### src/rtl/dmem_arb_pkg.sv
// Shared types and constants for the data-memory arbiter.
package dmem_arb_pkg;

    typedef enum logic [1:0] {
        IDLE = 2'd0,
        BUSY = 2'd1,
        RESP = 2'd2
    } state_t;

    typedef logic port_id_t;

    localparam port_id_t PORT_CORE = 1'b0;
    localparam port_id_t PORT_HOST = 1'b1;

    localparam int LAT_CNT_W = 4;

endpackage

### src/rtl/rr_pick2.sv
// Two-way round-robin picker: a lone requester wins, a tie goes to the port
// that did not win last time.
module rr_pick2
    import dmem_arb_pkg::*;
(
    input  logic [1:0] req,
    input  port_id_t   last_grant,
    output logic       valid,
    output port_id_t   winner
);

    always_comb begin
        valid = |req;
        if (&req)
            winner = ~last_grant;
        else if (req[PORT_HOST])
            winner = PORT_HOST;
        else
            winner = PORT_CORE;
    end

endmodule

### src/rtl/dmem_arbiter.sv
// Round-robin arbiter sharing one fixed-latency data memory between the core
// and host ports. Define DMEM_ARB_STATS_EN to build the per-port grant counters.
module dmem_arbiter
    import dmem_arb_pkg::*;
#(
    parameter int ADDR_W      = 32,
    parameter int DATA_W      = 32,
    parameter int CTRL_W      = 3,
    parameter int MEM_LATENCY = 1
) (
    input  logic              CLK,
    input  logic              reset,
    input  logic              c_req,
    input  logic              c_we,
    input  logic [CTRL_W-1:0] c_ctrl,
    input  logic [ADDR_W-1:0] c_addr,
    input  logic [DATA_W-1:0] c_wdata,
    output logic              c_ack,
    output logic [DATA_W-1:0] c_rdata,
    output logic              c_stall,
    input  logic              h_req,
    input  logic              h_we,
    input  logic [CTRL_W-1:0] h_ctrl,
    input  logic [ADDR_W-1:0] h_addr,
    input  logic [DATA_W-1:0] h_wdata,
    output logic              h_ack,
    output logic [DATA_W-1:0] h_rdata,
    output logic              mem_en,
    output logic              mem_we,
    output logic [CTRL_W-1:0] mem_ctrl,
    output logic [ADDR_W-1:0] mem_addr,
    output logic [DATA_W-1:0] mem_wdata,
    input  logic [DATA_W-1:0] mem_rdata,
    output logic              owner,
    output logic [15:0]       stat_c,
    output logic [15:0]       stat_h
);

    localparam logic [LAT_CNT_W-1:0] LAT_INIT = LAT_CNT_W'(MEM_LATENCY - 1);

    state_t                 state;
    port_id_t               last_grant;
    port_id_t               owner_q;
    logic                   we_q;
    logic [LAT_CNT_W-1:0]   lat_cnt;
    logic                   pick_valid;
    port_id_t               pick_winner;

    rr_pick2 u_pick (
        .req        ({h_req, c_req}),
        .last_grant (last_grant),
        .valid      (pick_valid),
        .winner     (pick_winner)
    );

    always_ff @(posedge CLK or posedge reset) begin
        if (reset) begin
            state      <= IDLE;
            owner_q    <= PORT_CORE;
            last_grant <= PORT_HOST;
            we_q       <= 1'b0;
            lat_cnt    <= '0;
            mem_ctrl   <= '0;
            mem_addr   <= '0;
            mem_wdata  <= '0;
            c_rdata    <= '0;
            h_rdata    <= '0;
        end else begin
            // NOTE: non-blocking assignments throughout so every register sees pre-edge values.
            case (state)
                IDLE: begin
                    if (pick_valid) begin
                        owner_q <= pick_winner;
                        lat_cnt <= LAT_INIT;
                        state   <= BUSY;
                        if (pick_winner == PORT_HOST) begin
                            we_q      <= h_we;
                            mem_ctrl  <= h_ctrl;
                            mem_addr  <= h_addr;
                            mem_wdata <= h_wdata;
                        end else begin
                            we_q      <= c_we;
                            mem_ctrl  <= c_ctrl;
                            mem_addr  <= c_addr;
                            mem_wdata <= c_wdata;
                        end
                    end
                end
                BUSY: begin
                    if (lat_cnt == '0) begin
                        if (owner_q == PORT_HOST)
                            h_rdata <= we_q ? '0 : mem_rdata;
                        else
                            c_rdata <= we_q ? '0 : mem_rdata;
                        state <= RESP;
                    end else begin
                        lat_cnt <= lat_cnt - 1'b1;
                    end
                end
                RESP: begin
                    last_grant <= owner_q;
                    state      <= IDLE;
                end
                default: state <= IDLE;
            endcase
        end
    end

    // NOTE: strobes decode the state register directly, so reset drops mem_en without waiting for an edge.
    assign mem_en  = (state == BUSY);
    assign mem_we  = mem_en & we_q;
    assign c_ack   = (state == RESP) && (owner_q == PORT_CORE);
    assign h_ack   = (state == RESP) && (owner_q == PORT_HOST);
    assign c_stall = c_req & ~c_ack;
    assign owner   = owner_q;

`ifdef DMEM_ARB_STATS_EN
    logic [15:0] stat_c_q;
    logic [15:0] stat_h_q;

    always_ff @(posedge CLK or posedge reset) begin
        if (reset) begin
            stat_c_q <= '0;
            stat_h_q <= '0;
        end else if (state == IDLE && pick_valid) begin
            if (pick_winner == PORT_HOST) begin
                if (stat_h_q != 16'hFFFF) stat_h_q <= stat_h_q + 16'd1;
            end else begin
                if (stat_c_q != 16'hFFFF) stat_c_q <= stat_c_q + 16'd1;
            end
        end
    end

    assign stat_c = stat_c_q;
    assign stat_h = stat_h_q;
`else
    assign stat_c = '0;
    assign stat_h = '0;
`endif

endmodule

### config.mk
export PLATFORM = sky130hd
export DESIGN_NAME = dmem_arbiter
export DESIGN_NICKNAME = d
export VERILOG_FILES = /design/src/rtl/dmem_arb_pkg.sv /design/src/rtl/rr_pick2.sv /design/src/rtl/dmem_arbiter.sv
export SDC_FILE = /design/constraint.sdc
export NUM_CORES = 1
export LEC_CHECK = 0
export ABC_AREA = 1
export BUFFER_PORTS_ARGS = -buffer_cell sky130_fd_sc_hd__buf_4
export CAP_MARGIN = 0
export CORE_AREA = 3 3 132 134
export DETAILED_ROUTE_END_ITERATION = 10
export DIE_AREA = 0 0 135 137
export PLACE_DENSITY = 0.71
export SLEW_MARGIN = 10
export SYNTH_ARGS = -nofsm -noshare
export SYNTH_HDL_FRONTEND = slang
export SYNTH_SLANG_ARGS = --single-unit
### constraint.sdc
create_clock -name CLK -period 4.58 [get_ports CLK]
set_input_delay 0.458 -clock CLK [delete_from_list [all_inputs] [get_ports CLK]]
set_output_delay 0.458 -clock CLK [all_outputs]
set_load 0.05 [all_outputs]
==> results <==
- Measured on the finished design, the core utilization comes to 0.5649.
- The main flop type after synthesis is sky130_fd_sc_hd__dfrtp_1.
- The maximum buffer depth of the clock tree is 2.
- The final-layout worst hold slack is 0.2604 ns.
- The count of cells along the worst register-to-register path is 7.
- Entering global routing, the biggest net connects 108 pins.
- The count of buffers inserted at the top-level ports is 308.
- Across all layers, the routed design uses 5,853 vias.
- The DRC violations left is 0.
- At the end of the flow, the number of nets in the layout was 1,161.
- Among all stages on the critical path, the largest delay is contributed by sky130_fd_sc_hd__buf_4.
- Setup violations remaining at the end of the flow were counted as 0.
- The final RePlAce weighted congestion is 0.7792.
- The async set-or-reset flop fraction in the synthesized netlist is 1.000.
- Across the VDD grid, the largest voltage drop is 0.4284 mV.
- STA classifies the critical path endpoint as a flop.
- The fmax is 430.9 MHz.
- The period utilization is 0.5068.
- Synthesis handed over a netlist of 706 instances.
- Summed over all failing endpoints, the final setup total negative slack is 0 ns.
- The cell area after layout is 0.009268 mm².
- The first detailed-routing pass took 5 iterations.
- The critical setup path kind is flop to flop.
- The startpoint identified for the worst register-to-register timing path is last_grant.
- Across all register-to-register paths, the minimum setup slack is 2.26 ns.
- The pre-CTS setup slack is 1.961 ns.
- The flip-flop and latch count after synthesis is 140.
- The worst hold path belongs to the class input port to asynchronous set/reset pin.
- Buffers inserted to repair hold after CTS numbered 0.
- Yosys mapped the design onto 23 distinct sky130hd cell types.
- In this design, the stage delay of the slowest critical-path cell is 0.57 ns.
- The first global-routing pass estimated 29,150 µm of wire.
- The detailed-route vias per instance is 4.798.
- Among all cell types in the netlist, the one instantiated most often is sky130_fd_sc_hd__nand2_1.
- The critical path contains buffers and inverters numbering 2 combined.
- The vertical die dimension is 137 µm.
- Overall power consumption after layout is estimated at 8.024 mW.
- In this run the cell area of the synthesized design comes to 0.006464 mm².
- The die covers 0.01850 mm².
- The later pin in the worst-skew pair is clocked with a latency of 0.41 ns.
- The worst register-to-register path ends at mem_wdata[21].
- The clock transition at the registers of the reported paths is 0.07 ns.
- The placed instances occupy a cell area of 0.008660 mm².
- TritonCTS built the clock tree.
- The number of max-cap violations is 0.
- The final wirelength is 19,030 µm.
- The flow ran to the end, and the final reports show no timing, DRC or antenna violations.
- The tightest slew margin relative to the limit is 0.3620.
- In this run the core area contains 47 standard-cell rows.
- The leading area contributor after synthesis is sky130_fd_sc_hd__dfrtp_1.
- The total count of hold-check failures in the final report is 0.
- The H-tree depth reported by CTS is 4.
- The detailed placer's ending HPWL is 13,600 µm.
- Of the post-synthesis cell area, the dominant cell type holds 0.5381.
- The via count of the first global-routing pass is 5,683.
- The number of buffers created by CTS is 17.
- By count the netlist is led by 176 x sky130_fd_sc_hd__nand2_1, 139 x sky130_fd_sc_hd__dfrtp_1, 137 x sky130_fd_sc_hd__nand3_1.
- The root buffer cell is sky130_fd_sc_hd__clkbuf_16.
- The cell count after placement is 1,188.
- The number of cells upsized or downsized after cts is 0.
- The number of setup buffers added after CTS is 0.
- In the final routed layout, each cell accounts on average for 15.60 µm.
- The number of antenna violations at the first check in global routing was 0.
- In the global route stage, overall resource usage came out at 0.2008.
- The least setup slack across all paths after layout is 2.259 ns.
- At the pin with the least slew margin, the transition time is 0.9570 ns.
- For this run, the number of Yosys warnings is 0.
- The total I/O pin count is 341.
- The leakage dissipation is 4.573 nW.
- The finished layout holds 1,220 standard cells, fillers aside.
- The largest fanout of any net on the critical path is 68.
- In this run the mean area of a mapped cell was 9.155 µm².
- The core box area is 0.01641 mm².
- The number of clock sinks is 140.
- The share of post-route cells with drive strength above 1 is 0.3580.
- Traced cell by cell, the critical path runs through nand2_2 > buf_4 > nand2_2 > buf_4 > nand2_1 > nand3_1 > o21a_1.
- The remaining antenna violation count is 0.
- For this run, the register share of the synthesized area comes to 0.5422.
- The layout overhead on the synthesized area is 43.38%.
- The number of pins exceeding their max-slew limit in the final report was 0.
- For this configuration, the core starts out at a cell density of 0.3940.
- In the post-synthesis netlist, the biggest area contributors are sky130_fd_sc_hd__dfrtp_1 54%, sky130_fd_sc_hd__nand3_1 11%, sky130_fd_sc_hd__nand2_1 10%, sky130_fd_sc_hd__o21a_1 7.8%, sky130_fd_sc_hd__o21ai_1 5.0%.
- The detailed router finished its first iteration with 272 violations.
- 0 antenna diodes ended up in the layout.
- The worst endpoint data arrival time is 2.62 ns.
- Among cell families on the critical path, the largest total delay comes from buffers and inverters.
- The data required time at the worst endpoint is 4.88 ns.
- Setup repair after global routing left no endpoint under its margin.
- The die boundary width is 135 µm.
- STA classifies the critical path startpoint as a flop.
- The count of flip-flops with a built-in enable after synthesis is 0.
- The worst path needs 2.321 ns of the cycle, external delays included.
- The setup skew after layout is 0.009415 ns.
- In this run the power density over the cells is 865.8 mW/mm².
- The total grt overflow is 0.
## worst max-delay path by stage
stage / startpoint / to / cells past startpoint
after floorplan: reset / c_rdata[0] / 1
after global placement: h_req / mem_ctrl[2] / 6
after detailed placement: h_req / mem_wdata[5] / 6
after CTS: last_grant / mem_wdata[21] / 7
after global routing: last_grant / mem_wdata[9] / 7
final: last_grant / mem_wdata[21] / 7
## area by class of cell
cell class,instances,area [µm²]
Tap cell,220,275.3
Multi-Input combinational cell,503,2474
Sequential cell,140,3505
Inverter,11,48.80
Fill cell,1527,7139
Timing Repair Buffer,314,2357
Clock inverter,13,155.1
Clock buffer,19,452.9
## logic make-up after synthesis
| family | share of synthesized area |
|---|---|
| compound gates | 0.1355 |
| xor+xnor | 0.001355 |
| fa+ha+maj | 0.003871 |
| buf+inv | 0.09388 |
| flops | 0.5422 |
| other cells | 0.0005802 |
| simple gates | 0.2226 |
## metal layers
metal | vias to the layer above | track usage | wire length [µm]
li1 | 2883 | - | -
met1 | 2712 | 0.2408 | 7448
met2 | 233 | 0.3321 | 9354
met3 | 25 | 0.07794 | 1856
met4 | 0 | 0.06887 | 375
met5 | - | 0 | 0
## cells in the final DEF, fill, tap and decap left out, types with 2 or more instances in the layout
master / netlist / final
sky130_fd_sc_hd__dfrtp_1: 139 / 139
sky130_fd_sc_hd__bufinv_16: 0 / 2
sky130_fd_sc_hd__nand2_2: 0 / 2
sky130_fd_sc_hd__nand2_4: 2 / 2
sky130_fd_sc_hd__clkinv_4: 0 / 3
sky130_fd_sc_hd__nand2_1: 176 / 174
sky130_fd_sc_hd__inv_1: 7 / 6
sky130_fd_sc_hd__inv_6: 0 / 5
sky130_fd_sc_hd__conb_1: 1 / 32
sky130_fd_sc_hd__buf_4: 32 / 314
sky130_fd_sc_hd__clkbuf_16: 0 / 17
sky130_fd_sc_hd__o21a_1: 67 / 67
sky130_fd_sc_hd__nor2_1: 11 / 11
sky130_fd_sc_hd__nor2_4: 2 / 2
sky130_fd_sc_hd__clkbuf_8: 0 / 2
sky130_fd_sc_hd__o21ai_1: 64 / 64
sky130_fd_sc_hd__o21ai_0: 6 / 6
sky130_fd_sc_hd__clkinvlp_4: 0 / 3
sky130_fd_sc_hd__inv_2: 3 / 2
sky130_fd_sc_hd__nand3_1: 137 / 137
sky130_fd_sc_hd__ha_1: 2 / 2
## worst register-to-register path, cell delays in order, from the launching register on
cell,delay (ns)
sky130_fd_sc_hd__dfstp_2,0.37
sky130_fd_sc_hd__nand2_2,0.06
sky130_fd_sc_hd__buf_4,0.57
sky130_fd_sc_hd__nand2_2,0.36
sky130_fd_sc_hd__buf_4,0.40
sky130_fd_sc_hd__nand2_1,0.20
sky130_fd_sc_hd__nand3_1,0.09
sky130_fd_sc_hd__o21a_1,0.15
## where the power goes
part | internal (mW) | switching, mW | leakage, nW
Sequential | 1.82 | 0.325 | 1.68
Combinational | 1.31 | 3.16 | 2.61
Clock | 0.844 | 0.565 | 0.289
## state kept, by name (all words and copies together), names as in the netlist
| signal | flops |
|---|---|
| c_rdata | 32 |
| h_rdata | 32 |
| mem_addr | 32 |
| mem_wdata | 32 |
| lat_cnt | 4 |
| mem_ctrl | 3 |
| state | 2 |
| last_grant | 1 |
| owner | 1 |
| we_q | 1 |
Note: power is estimated with default switching activity, not from simulation.
